**config.mk**
```make
export PLATFORM = sky130hd
export DESIGN_NAME = id_ex_stage_reg
export DESIGN_NICKNAME = d
export VERILOG_FILES = /design/src/rtl/mips_pipe_pkg.sv /design/src/rtl/id_ex_stage_reg_load_use_detect.sv /design/src/rtl/id_ex_stage_reg.sv
export SDC_FILE = /design/constraint.sdc
export NUM_CORES = 1
export LEC_CHECK = 0
export ABC_AREA = 0
export CORE_UTILIZATION = 43
export DETAILED_ROUTE_END_ITERATION = 8
export GPL_TIMING_DRIVEN = 0
export PLACE_DENSITY = 0.86
export RECOVER_POWER = 50
export SYNTH_ARGS = -nofsm -noshare
export SYNTH_HDL_FRONTEND = slang
export SYNTH_HIERARCHICAL = 1
export SYNTH_SLANG_ARGS = --single-unit
```
**constraint.sdc**
```tcl
create_clock -name clock__i -period 7 [get_ports clock__i]
set_input_delay 1.05 -clock clock__i [delete_from_list [all_inputs] [get_ports clock__i]]
set_output_delay 1.05 -clock clock__i [all_outputs]
set_load 0.01 [all_outputs]
```
**src/rtl/mips_pipe_pkg.sv**
```systemverilog
// ---------------------------------------------------------------------------
// mips_pipe_pkg
// Shared types and default widths for the 5-stage MIPS pipeline registers.
//   ctrl_t      : decode control bundle carried from ID down the pipe
//   CTRL_NOP    : all-zero control word, used for bubbles and flushed slots
//   DEF_DATA_W  : default datapath / immediate / PC width
//   DEF_REG_AW  : default register address width
// ---------------------------------------------------------------------------
package mips_pipe_pkg;

  localparam int DEF_DATA_W = 32;
  localparam int DEF_REG_AW = 5;

  typedef struct packed {
    logic       reg_write;
    logic       mem_read;
    logic       mem_write;
    logic       mem_to_reg;
    logic       alu_src;
    logic       reg_dst;
    logic       branch;
    logic [3:0] alu_op;
  } ctrl_t;

  localparam ctrl_t CTRL_NOP = '0;

endpackage

```
**src/rtl/id_ex_stage_reg_load_use_detect.sv**
```systemverilog
// ---------------------------------------------------------------------------
// load_use_detect
// Purely combinational load-use hazard equation. A hazard exists when EX
// holds a valid load whose destination (rt, non-zero) is read by the valid
// instruction currently in ID. Kept separate so the forwarding unit can
// reuse the same comparison.
// Ports:
//   i_ex_valid, i_ex_mem_read, i_ex_rt_addr : instruction sitting in EX
//   i_id_valid, i_id_uses_rs/rt, i_id_rs/rt_addr : instruction sitting in ID
//   o_hazard : 1 when the ID instruction must wait one cycle
// ---------------------------------------------------------------------------
module load_use_detect #(
  parameter int REG_AW = 5
) (
  input  logic              i_ex_valid,
  input  logic              i_ex_mem_read,
  input  logic [REG_AW-1:0] i_ex_rt_addr,
  input  logic              i_id_valid,
  input  logic              i_id_uses_rs,
  input  logic [REG_AW-1:0] i_id_rs_addr,
  input  logic              i_id_uses_rt,
  input  logic [REG_AW-1:0] i_id_rt_addr,
  output logic              o_hazard
);

  logic w_ex_is_load;
  logic w_rs_match;
  logic w_rt_match;

  // $0 is hard-wired to zero, so a load targeting it never produces a value
  // anyone has to wait for.
  assign w_ex_is_load = i_ex_valid & i_ex_mem_read & (i_ex_rt_addr != '0);
  assign w_rs_match   = i_id_uses_rs & (i_id_rs_addr == i_ex_rt_addr);
  assign w_rt_match   = i_id_uses_rt & (i_id_rt_addr == i_ex_rt_addr);
  assign o_hazard     = w_ex_is_load & i_id_valid & (w_rs_match | w_rt_match);

endmodule

```
**src/rtl/id_ex_stage_reg.sv**
```systemverilog
// ---------------------------------------------------------------------------
// id_ex_stage_reg
// ID/EX pipeline register with load-use hazard detection. Captures decode
// outputs each cycle and presents them to EX one cycle later. Flush kills
// the instruction entering EX, stall freezes EX, and a load-use hazard
// inserts a one-cycle bubble while IF/ID holds via load_use_stall__o.
// Ports:
//   clock__i, reset__i (async, active-high)
//   id_* inputs    : decode-stage instruction fields and control bundle
//   stall__i       : freeze EX contents
//   flush__i       : zero the slot entering EX (wins over stall)
//   load_use_stall__o : combinational hold request to IF/ID
//   ex_* outputs   : registered copies; ex_ctrl__o is zero when not valid
//   bubble_cnt__o, flush_cnt__o : saturating event counters, present only
//                                 when ID_EX_PERF_CNT_EN is defined
// ---------------------------------------------------------------------------
module id_ex_stage_reg
  import mips_pipe_pkg::*;
#(
  parameter int DATA_W = DEF_DATA_W,
  parameter int REG_AW = DEF_REG_AW
) (
  input  logic              clock__i,
  input  logic              reset__i,
  input  logic              id_valid__i,
  input  logic [DATA_W-1:0] id_pc4__i,
  input  logic [DATA_W-1:0] id_rs_data__i,
  input  logic [DATA_W-1:0] id_rt_data__i,
  input  logic [DATA_W-1:0] id_imm_ext__i,
  input  logic [REG_AW-1:0] id_rs_addr__i,
  input  logic [REG_AW-1:0] id_rt_addr__i,
  input  logic [REG_AW-1:0] id_rd_addr__i,
  input  logic              id_uses_rs__i,
  input  logic              id_uses_rt__i,
  input  ctrl_t             id_ctrl__i,
  input  logic              stall__i,
  input  logic              flush__i,
  output logic              load_use_stall__o,
  output logic              ex_valid__o,
  output logic [DATA_W-1:0] ex_pc4__o,
  output logic [DATA_W-1:0] ex_rs_data__o,
  output logic [DATA_W-1:0] ex_rt_data__o,
  output logic [DATA_W-1:0] ex_imm_ext__o,
  output logic [REG_AW-1:0] ex_rs_addr__o,
  output logic [REG_AW-1:0] ex_rt_addr__o,
  output logic [REG_AW-1:0] ex_rd_addr__o,
  output ctrl_t             ex_ctrl__o
`ifdef ID_EX_PERF_CNT_EN
  ,
  output logic [31:0]       bubble_cnt__o,
  output logic [31:0]       flush_cnt__o
`endif
);

  logic              r_valid;
  logic [DATA_W-1:0] r_pc4;
  logic [DATA_W-1:0] r_rs_data;
  logic [DATA_W-1:0] r_rt_data;
  logic [DATA_W-1:0] r_imm_ext;
  logic [REG_AW-1:0] r_rs_addr;
  logic [REG_AW-1:0] r_rt_addr;
  logic [REG_AW-1:0] r_rd_addr;
  ctrl_t             r_ctrl;

  logic w_hazard;
  logic w_load_use;
  logic w_clear;

  load_use_detect #(
    .REG_AW (REG_AW)
  ) u_load_use_detect (
    .i_ex_valid    (r_valid),
    .i_ex_mem_read (r_ctrl.mem_read),
    .i_ex_rt_addr  (r_rt_addr),
    .i_id_valid    (id_valid__i),
    .i_id_uses_rs  (id_uses_rs__i),
    .i_id_rs_addr  (id_rs_addr__i),
    .i_id_uses_rt  (id_uses_rt__i),
    .i_id_rt_addr  (id_rt_addr__i),
    .o_hazard      (w_hazard)
  );

  // While EX is frozen the caller already holds ID, so a hazard request
  // would be redundant; it is suppressed to keep IF/ID control simple.
  assign w_load_use        = w_hazard & ~stall__i;
  assign load_use_stall__o = w_load_use;

  // Flush beats stall; a load-use bubble only applies when EX may advance.
  // w_load_use already excludes stall, so both cases collapse to one clear.
  assign w_clear = flush__i | w_load_use;

  always_ff @(posedge clock__i or posedge reset__i) begin
    if (reset__i) begin
      r_valid   <= 1'b0;
      r_pc4     <= '0;
      r_rs_data <= '0;
      r_rt_data <= '0;
      r_imm_ext <= '0;
      r_rs_addr <= '0;
      r_rt_addr <= '0;
      r_rd_addr <= '0;
      r_ctrl    <= CTRL_NOP;
    end else if (w_clear) begin
      r_valid   <= 1'b0;
      r_pc4     <= '0;
      r_rs_data <= '0;
      r_rt_data <= '0;
      r_imm_ext <= '0;
      r_rs_addr <= '0;
      r_rt_addr <= '0;
      r_rd_addr <= '0;
      r_ctrl    <= CTRL_NOP;
    end else if (!stall__i) begin
      // Data fields are captured even for an invalid slot; only the control
      // word is masked so nothing downstream acts on it.
      r_valid   <= id_valid__i;
      r_pc4     <= id_pc4__i;
      r_rs_data <= id_rs_data__i;
      r_rt_data <= id_rt_data__i;
      r_imm_ext <= id_imm_ext__i;
      r_rs_addr <= id_rs_addr__i;
      r_rt_addr <= id_rt_addr__i;
      r_rd_addr <= id_rd_addr__i;
      r_ctrl    <= id_valid__i ? id_ctrl__i : CTRL_NOP;
    end
  end

  assign ex_valid__o   = r_valid;
  assign ex_pc4__o     = r_pc4;
  assign ex_rs_data__o = r_rs_data;
  assign ex_rt_data__o = r_rt_data;
  assign ex_imm_ext__o = r_imm_ext;
  assign ex_rs_addr__o = r_rs_addr;
  assign ex_rt_addr__o = r_rt_addr;
  assign ex_rd_addr__o = r_rd_addr;
  assign ex_ctrl__o    = r_ctrl;

`ifdef ID_EX_PERF_CNT_EN
  logic [31:0] r_bubble_cnt;
  logic [31:0] r_flush_cnt;
  logic        w_bubble_evt;

  // A flush masking a hazard is counted as a flush only.
  assign w_bubble_evt = w_load_use & ~flush__i;

  // Counters saturate at all-ones instead of wrapping.
  always_ff @(posedge clock__i or posedge reset__i) begin
    if (reset__i) begin
      r_bubble_cnt <= '0;
      r_flush_cnt  <= '0;
    end else begin
      if (flush__i && (r_flush_cnt != 32'hFFFF_FFFF)) begin
        r_flush_cnt <= r_flush_cnt + 32'd1;
      end
      if (w_bubble_evt && (r_bubble_cnt != 32'hFFFF_FFFF)) begin
        r_bubble_cnt <= r_bubble_cnt + 32'd1;
      end
    end
  end

  assign bubble_cnt__o = r_bubble_cnt;
  assign flush_cnt__o  = r_flush_cnt;
`endif

endmodule

```
# Word level (Yosys, flattened, before mapping)
# Cells that the tools add are included.
op_classes:
  n_eq_ne: 3
  n_mux: 19
  bitwise: 10
  n_reduce_logical: 1
ops:
  columns: ["op", "n"]
  rows:
  - ["$mux 32", 8]
  - ["$mux 11", 3]
  - ["$mux 5", 6]
  - ["$eq 5x5->1", 2]
  - ["$and 1x1->1", 7]
  - ["$reduce_bool 5->1", 1]
  - ["$mux 1", 2]
  - ["$ne 2x1->1 const B", 1]
  - ["$or 1x1->1", 2]
  - ["$not 1->1", 1]
word_totals:
  regBits: 155
  inputBits: 161
  out_inout_bits: 156
  word_cells: 49

# Longest topological paths before layout
# Gate-level depths: netlist of the first run.
logic_depth:
  word_depth: 7
  ltp_mapped: 8
  mapped_depth_nobuf: 6

# Modules after synthesis
# Netlist of the first run, hierarchy kept.
by_module_without_submodules:
  columns: ["module", "n_inst", "cells_per_inst", "area_per_inst_um2", "seq_area_each_um2"]
  rows:
  - ["id_ex_stage_reg", 1, 691, 7103.1, 3878.7]
  - ["load_use_detect", 1, 17, 131.4, 0.0]

# Worst setup path after synthesis of the first run
# No wires, ideal clock.
synth_timing:
  path_type: "in2out"
  start: "in id_rt_addr__i[1]"
  end: "out load_use_stall__o"
  arrival_ns: 2.296
  required_ns: 5.950
  setup_slack_ns: 3.654
  stages: 7
  n_path_buf: 2
  cell_sequence: "xor2_1 nor4_1 nand3_1 a21oi_1 buf_6 buf_6 nor2b_1"
synth_between:
  elab_chain_cells: 5
synth_lines:
  columns: ["element", "line", "text"]
  rows:
  - ["start, declared", "id_ex_stage_reg.sv:31", "input logic [REG_AW-1:0] id_rt_addr__i,"]
  - ["$eq 5x5->1", "id_ex_stage_reg_load_use_detect.sv:34", "assign w_rt_match = i_id_uses_rt & (i_id_rt_addr == i_ex_rt_addr);"]
  - ["$and 1x1->1", "id_ex_stage_reg_load_use_detect.sv:34", null]
  - ["$or 1x1->1", "id_ex_stage_reg_load_use_detect.sv:35", "assign o_hazard = w_ex_is_load & i_id_valid & (w_rs_match | w_rt_match);"]
  - ["$and 1x1->1", "id_ex_stage_reg_load_use_detect.sv:35", null]
  - ["via w_hazard", "id_ex_stage_reg.sv:65", "logic w_hazard;"]
  - ["$and 1x1->1", "id_ex_stage_reg.sv:85", "assign w_load_use = w_hazard & ~stall__i;"]
  - ["end, declared", "id_ex_stage_reg.sv:38", "output logic load_use_stall__o,"]
# The timed path passes the listed nets, and every way through them passes these cells.

# Worst setup path in the final report of the first run
layout_timing:
  start: "in id_rt_addr__i[3]"
  end: "out load_use_stall__o"
# Same word-level chain as after synthesis.

==> impl_summary.txt, run 1 <==
----------------------------------------------------
[Place]
  Routability congestion estimate ... 0.836
  Placement Cell Area ... 0.0107 sq mm
  Number of placed instances, taps included ... 1243
  Dpl hpwl ... 16300 um
  I/O Buffers ... 314
  Worst setup timing slack at the placement stage ... 2.40 ns

[Final layout]
  Core Util, Final ... 68.1%
  Final Net Count ... 1203
  Finished Cell Area ... 0.0113 sq mm
  Post-synthesis to final-layout area growth ... 55.7%
  Proportion of layout cells with a drive suffix above 1 ... 7.41%
  Antenna cells ... 0
  Multi-input gate area in the final layout ... 0.00288 sq mm
  Non-filler instance count after layout ... 1273
  FF/Latch Area ... 0.00388 sq mm
  # fillers ... 1275

[Yosys]
  Cell types with the largest area share after synthesis ... dfrtp_1, or3b_1, a21oi_1
  Post-Synthesis Cells ... 708
  Yosys top cell area share ... 53.6%
  Sequential-to-total area share from yosys stat ... 53.6%
  Library cells used by synthesis ... 18
  Avg Inst Size Synth ... 10.2 sq um
  Synth Cell Area ... 0.00723 sq mm
  Dominant cell type by area after synthesis ... dfrtp_1
  Synthesized netlist net count ... 869
  Seq cells post-synth ... 155
  Count of yosys warnings during synthesis ... 6

[Clocking]
  Root Buffer Master ... clkbuf_16
  Post-CTS Setup Repair Bufs ... 0
  Post-cts hold buffer count ... 0
  Clock transition at the register clock pins on the worst setup and hold paths after CTS ... 0.05 ns
  Clk sinks ... 155
  Clock latency of the later-clocked register in the worst-skew pair ... 0.42 ns
  Cells resized by post-CTS repair ... 0
  Clock tree from TritonCTS ... yes
  H-tree depth ... 4
  Number of buffers created by CTS ... 17
  Max clock buf depth ... 2

[Setup path]
  Worst path slowest cell ... clkdlybuf4s50_1
  Setup Crit Path Kind ... in2out
  Data required time at the worst endpoint ... 5.95 ns
  Reg-to-reg critical path startpoint ... ex_rt_addr__o[3]
  CP peak stage delay ... 0.57 ns
  Worst Path Max Fanout ... 10
  Endpoint of the worst register-to-register path ... ex_pc4__o[11]
  Worst Setup Start Kind ... input pin
  R2r worst-path depth ... 7
  Endpoint kind of the worst setup timing path ... output pin
  Buf/Inv on CP ... 4
  Dominant delay contributor by cell family on the critical path ... buffers and inverters
  Series of cell instances along the critical path ... clkdlybuf4s50_1 > xor2_1 > nor4_1 > nand3_1 > a21oi_1 > buf_6 > buf_6 > nor2b_1 > clkdlybuf4s50_1
  Critical Path AT ... 3.54 ns
  Worst reg-to-reg setup slack ... 4.65 ns

[Worst hold path]
  Capture endpoint of the worst hold path ... ex_imm_ext__o[30]
  Number of cells on the worst hold path ... 2
  Tightest Hold Check Type ... reg2reg
  Worst min-delay path startpoint ... ex_imm_ext__o[30]

[Routing]
  Drc violations ... 0
  Pre-antenna DRT Iters ... 4
  Routed vias/inst ... 5.18
  Via count ... 6593
  Wire per inst ... 17.9 um
  Post-route ant nets ... 0
  Routed Wire Length ... 22800 um
  Detailed Route Iter0 Violations ... 322

[Die]
  Starting Density ... 43.8%
  Area of the core ... 0.0165 sq mm
  Number of I/O pins ... 317
  Standard-cell row count ... 47
  Die area ... 0.0173 sq mm
  Horizontal die dimension ... 132 um
  Die height ... 132 um

[Pwr]
  Power per standard cell area ... 201 mW/mm^2
  Leak ... 4.94 nW
  Internal Power ... 1.71 mW
  Total power draw ... 2.26 mW
  Worst ir drop on vdd ... 168 uV
  Net load switching power ... 0.553 mW
  Sequential group share of total power ... 42.8%
  Logic gate share of total power ... 16.2%
  Clock share of power ... 41.0%
  Switching power as a share of total power ... 24.4%

[Timing]
  Final Hold Violating Endpoints ... 0
  Max Fclk ... 218 MHz
  Normalized max-slew margin ... -132%
  Worst-case clock skew ... 0.0105 ns
  Final Max Slew Viols ... 77
  Fraction of the cycle the final worst path needs ... 65.5%
  Slew at the pin closest to its max-slew limit ... 3.46 ns
  Setup repair after global routing missed its margin ... false
  Hold slack final ... 0.515 ns
  Final critical path time including I/O delays and setup ... 4.59 ns
  Total negative slack ... 0 ns
  Finish-stage setup viols ... 0
  Least setup slack across all paths after layout ... 2.41 ns

[GRT]
  Wire length of the first global-routing pass ... 35900 um
  Maximum number of pins on one net before global-route repair ... 80
  Number of global-route vias before repair ... 6542
  Global-route congestion overflow total ... 0
  Global router's overall resource usage ... 26.7%
  Initial antenna violation count ... 0

[Status]
  Outcome ... finished with violations
  Violated checks ... capacitance limit, slew limit

[Run]
  Count of maximum capacitance violations ... 1

----------------------------------------------------
logic make-up after synthesis:
logic type / count (synthesis) / share of synthesized area, %
buffers and inverters: 70 / 6.57
AOI/OAI and AO/OA: 157 / 10.9
xor gates and xnor gates: 10 / 1.21
DFF: 155 / 53.6
and+or+nand+nor: 316 / 27.7
Yosys cell counts:
library cell and instances:
buf_2 9, xor2_1 8, or4_1 1, xnor2_1 2, clkbuf_1 21, nand4bb_1 11
inv_1 1, nand3_1 2, buf_6 20, nand2_1 155, o2111ai_1 1, dfrtp_1 155
or3b_1 144, nor2b_1 1, buf_4 11, a21oi_1 156, nor4_1 2, clkbuf_2 8
worst max-delay path by stage:
stage,cells after the start,startpoint,slack [ns],to
finish,9,id_rt_addr__i[3],2.41,load_use_stall__o
global route,9,id_rt_addr__i[3],2.23,load_use_stall__o
CTS,9,id_rs_addr__i[2],2.40,load_use_stall__o
detailed placement,9,id_rs_addr__i[2],2.40,load_use_stall__o
global placement,2,reset__i,-0.48,ex_rt_data__o[13]
floorplan,1,reset__i,1.77,ex_ctrl__o[0]
state kept, by name (all words and copies together), names as in the netlist:
register and count:
ex_rt_addr__o 5, ex_rs_addr__o 5, ex_ctrl__o 11, ex_imm_ext__o 32, ex_rt_data__o 32, ex_valid__o 1
ex_rs_data__o 32, ex_rd_addr__o 5, ex_pc4__o 32
worst register-to-register path, stage by stage (launching register included):
cell	delay, ns
dfrtp_1	0.45
or4_1	0.53
o2111ai_1	0.19
a21oi_1	0.13
buf_6	0.20
clkbuf_2	0.18
or3b_1	0.41
a21oi_1	0.17
layout make-up:
| class | count | area share, % |
|---|---|---|
| flip-flops and latches | 155 | 34.4 |
| repair buffers | 315 | 28.2 |
| inverters | 1 | 0.0444 |
| multi-input cells | 483 | 25.6 |
| well taps | 220 | 2.44 |
| clock buffers | 19 | 3.84 |
| plain buffers | 69 | 4.19 |
| clock inverters | 11 | 1.30 |
power by group through the flow:
stage	logic [mW]	registers (mW)	clock network (mW)
2_1_floorplan	0.131	1.00	0
6_report	0.368	0.969	0.927
4_1_cts	0.380	0.970	0.939
3_5_place_dp	0.377	0.985	0
3_3_place_gp	0.371	0.984	0
5_1_grt	0.397	0.974	0.978
metal layers:
layer | vias to the layer above | routed length (um) | global-route usage, %
met1 | 3161 | 9450 | 33.5
li1 | 3120 | - | -
met4 | 0 | 497 | 10.1
met3 | 37 | 1480 | 6.33
met5 | - | 0 | 0
met2 | 275 | 11400 | 44.9
placed cells by master, fill, tap and decap left out, drive strengths merged:
master	Yosys	final
or3b	144	144
or4	1	1
clkinvlp	0	3
o2111ai	1	1
clkbuf	29	48
dfrtp	155	155
nand3	2	2
buf	40	41
inv	1	1
clkdlybuf4s50	0	235
nor2b	1	1
xor2	8	8
xnor2	2	2
dlygate4sd3	0	79
nor4	2	2
a21oi	156	156
nand4bb	11	11
clkinv	0	5
bufinv	0	3
nand2	155	155
No activity file was read; power rests on OpenSTA's default activity.
==> run 2: changes to the inputs <==
--- a/config.mk
+++ b/config.mk
@@ -6,10 +6,10 @@
 export NUM_CORES = 1
 export LEC_CHECK = 0
 export ABC_AREA = 0
-export CORE_UTILIZATION = 43
+export CORE_UTILIZATION = 38
 export DETAILED_ROUTE_END_ITERATION = 8
 export GPL_TIMING_DRIVEN = 0
-export PLACE_DENSITY = 0.86
+export PLACE_DENSITY = 0.8
 export RECOVER_POWER = 50
 export SYNTH_ARGS = -nofsm -noshare
 export SYNTH_HDL_FRONTEND = slang
==> constraint.sdc (replaced) <==
create_clock -name clock__i -period 3.95 [get_ports clock__i]
set_input_delay 0.5925 -clock clock__i [delete_from_list [all_inputs] [get_ports clock__i]]
set_output_delay 0.5925 -clock clock__i [all_outputs]
set_load 0.01 [all_outputs]
==> run 2 against run 1 <==
Net effect:
- the run still ends with capacitance limit, slew limit left
- largest power group unchanged
- highest routed layer unchanged
- final cell count up 1.3%
- cell area is 0.36% higher
- clock power increased by 78%
- critical path type unchanged
- critical path depth unchanged
- combinational power grew 78%
==> impl_summary.txt, run 2 (synthesis results as in run 1) <==
----------------------------------------------------
[Place]
  Dpl hpwl ... 17100 um
  I/O Buffers ... 314
  Routability congestion estimate ... 0.849
  Placement Cell Area ... 0.0108 sq mm

[Final layout]
  Antenna cells ... 0
  Most frequent standard cell in the layout excluding fill and tap cells ... clkdlybuf4s50_1
  Finished Cell Area ... 0.0113 sq mm
  Most frequent cells in the layout ... clkdlybuf4s50_1, a21oi_1, nand2_1, dfrtp_1, or3b_1
  Proportion of layout cells with a drive suffix above 1 ... 7.48%
  Post-synthesis to final-layout area growth ... 56.2%
  Final Net Count ... 1206
  Core Util, Final ... 60.4%

[Pwr]
  Power per standard cell area ... 355 mW/mm^2
  Worst ir drop on vdd ... 281 uV
  Leak ... 4.95 nW

[Clocking]
  Cells resized by post-CTS repair ... 0
  Clk sinks ... 155
  Post-CTS Setup Repair Bufs ... 0
  Number of buffers created by CTS ... 17
  Max clock buf depth ... 2
  Root Buffer Master ... clkbuf_16
  Clock latency of the later-clocked register in the worst-skew pair ... 0.42 ns
  H-tree depth ... 4
  Clock transition at the register clock pins on the worst setup and hold paths after CTS ... 0.06 ns
  Clock tree from TritonCTS ... yes
  Post-cts hold buffer count ... 0

[Timing]
  Slew at the pin closest to its max-slew limit ... 2.27 ns
  Final critical path time including I/O delays and setup ... 3.68 ns
  Finish-stage setup viols ... 0
  Max Fclk ... 272 MHz
  Normalized max-slew margin ... -51.7%
  Final Hold Violating Endpoints ... 0
  Worst-case clock skew ... 0.00880 ns
  Final Max Slew Viols ... 80
  Setup repair after global routing missed its margin ... false
  Fraction of the cycle the final worst path needs ... 93.2%

[Setup path]
  Series of cell instances along the critical path ... clkdlybuf4s50_1 > xor2_1 > nor4_1 > nand3_1 > a21oi_1 > buf_6 > buf_6 > nor2b_1 > clkdlybuf4s50_1
  Data required time at the worst endpoint ... 3.36 ns
  Reg-to-reg critical path startpoint ... ex_rt_addr__o[4]
  Crit path from ... id_rs_addr__i[2]
  Dominant delay contributor by cell family on the critical path ... buffers and inverters
  Worst Path Max Fanout ... 10
  Setup Crit Path Kind ... in2out
  Worst path slowest cell ... clkdlybuf4s50_1
  Endpoint kind of the worst setup timing path ... output pin
  CP peak stage delay ... 0.57 ns
  Critical Path AT ... 3.09 ns
  Buf/Inv on CP ... 4
  Worst Setup Start Kind ... input pin

[Run]
  Count of maximum capacitance violations ... 2

[Routing]
  Routed vias/inst ... 5.09
  Routed Wire Length ... 23200 um
  Wire per inst ... 18.0 um
  Pre-antenna DRT Iters ... 5
  Detailed Route Iter0 Violations ... 283
  Via count ... 6571
  Drc violations ... 0
  Post-route ant nets ... 0

[Die]
  Standard-cell row count ... 50
  Area of the core ... 0.0187 sq mm
  Number of I/O pins ... 317
  Die area ... 0.0196 sq mm
  Starting Density ... 38.7%
  Die height ... 140 um
  Horizontal die dimension ... 140 um

[Status]
  Violated checks ... capacitance limit, slew limit
  Outcome ... finished with violations

[GRT]
  Number of global-route vias before repair ... 6665
  Initial antenna violation count ... 0
  Wire length of the first global-routing pass ... 36600 um
  Maximum number of pins on one net before global-route repair ... 41
  Global router's overall resource usage ... 24.1%
  Global-route congestion overflow total ... 0

[Worst hold path]
  Tightest Hold Check Type ... reg2reg
  Worst min-delay path startpoint ... ex_rs_data__o[2]

----------------------------------------------------
[run 2: changes by cell type in the layout (fill, tap and decap cells not counted)]
cell,delta
clkinv_4,+1
clkinv_2,-1
inv_6,-1
buf_16,-1
clkbuf_1,+2
buf_12,+2
clkinvlp_4,+1
[run 2: area by class of cell]
class	instances	area (sq um)
fill	1619	7400
sequential	155	3880
timing repair buffer	318	3190
multi-input combinational	483	2880
buffer	69	472
clock buffer	19	433
tap	234	293
clock inverter	11	149
inverter	1	5.00
[run 2: where the power goes]
group	internal (mW)	total (mW)	switching, mW
Combinational	0.377	0.654	0.277
Clock	0.987	1.65	0.659
Sequential	1.67	1.72	0.0489
[run 2: worst min-delay path: stages (launching register included)]
cell and delay [ns]:
dfrtp_1 0.37, nand2_1 0.05, a21oi_1 0.05
[run 2: per-layer routing]
layer  GRT usage (%)  share of wire [%]
met3            6.29                6.7
met5               0                  0
met2            41.7                 50
met1            28.7                 41
met4            8.85                2.4
[run 2: final timing paths]
| check | end | slack [ns] | cells past startpoint |
|---|---|---|---|
| worst max-delay path | load_use_stall__o | 0.27 | 9 |
| worst min-delay path | ex_rs_data__o[2] | 0.51 | 2 |
| worst max register to register | ex_rs_data__o[27] | 1.59 | 7 |
| worst min register to register | ex_rs_data__o[2] | 0.51 | 2 |
| max in group asynchronous | ex_pc4__o[11] | 0.94 | 3 |
| min in group asynchronous | ex_rs_data__o[28] | 0.58 | 2 |
[run 2: metrics by stage]
stage	std cells	setup TNS [ns]	power [mW]	hold WS [ns]	setup WS, ns
after detailed placement	1260	0	2.42	0.512	0.341
after global placement	1256	-0.662	2.40	0.505	-0.0125
after global routing	1290	0	4.18	0.520	0.147
after CTS	1290	0	4.08	0.447	0.329
after floorplan	708	0	2.01	0.550	1.40
final	1290	0	4.02	0.512	0.267
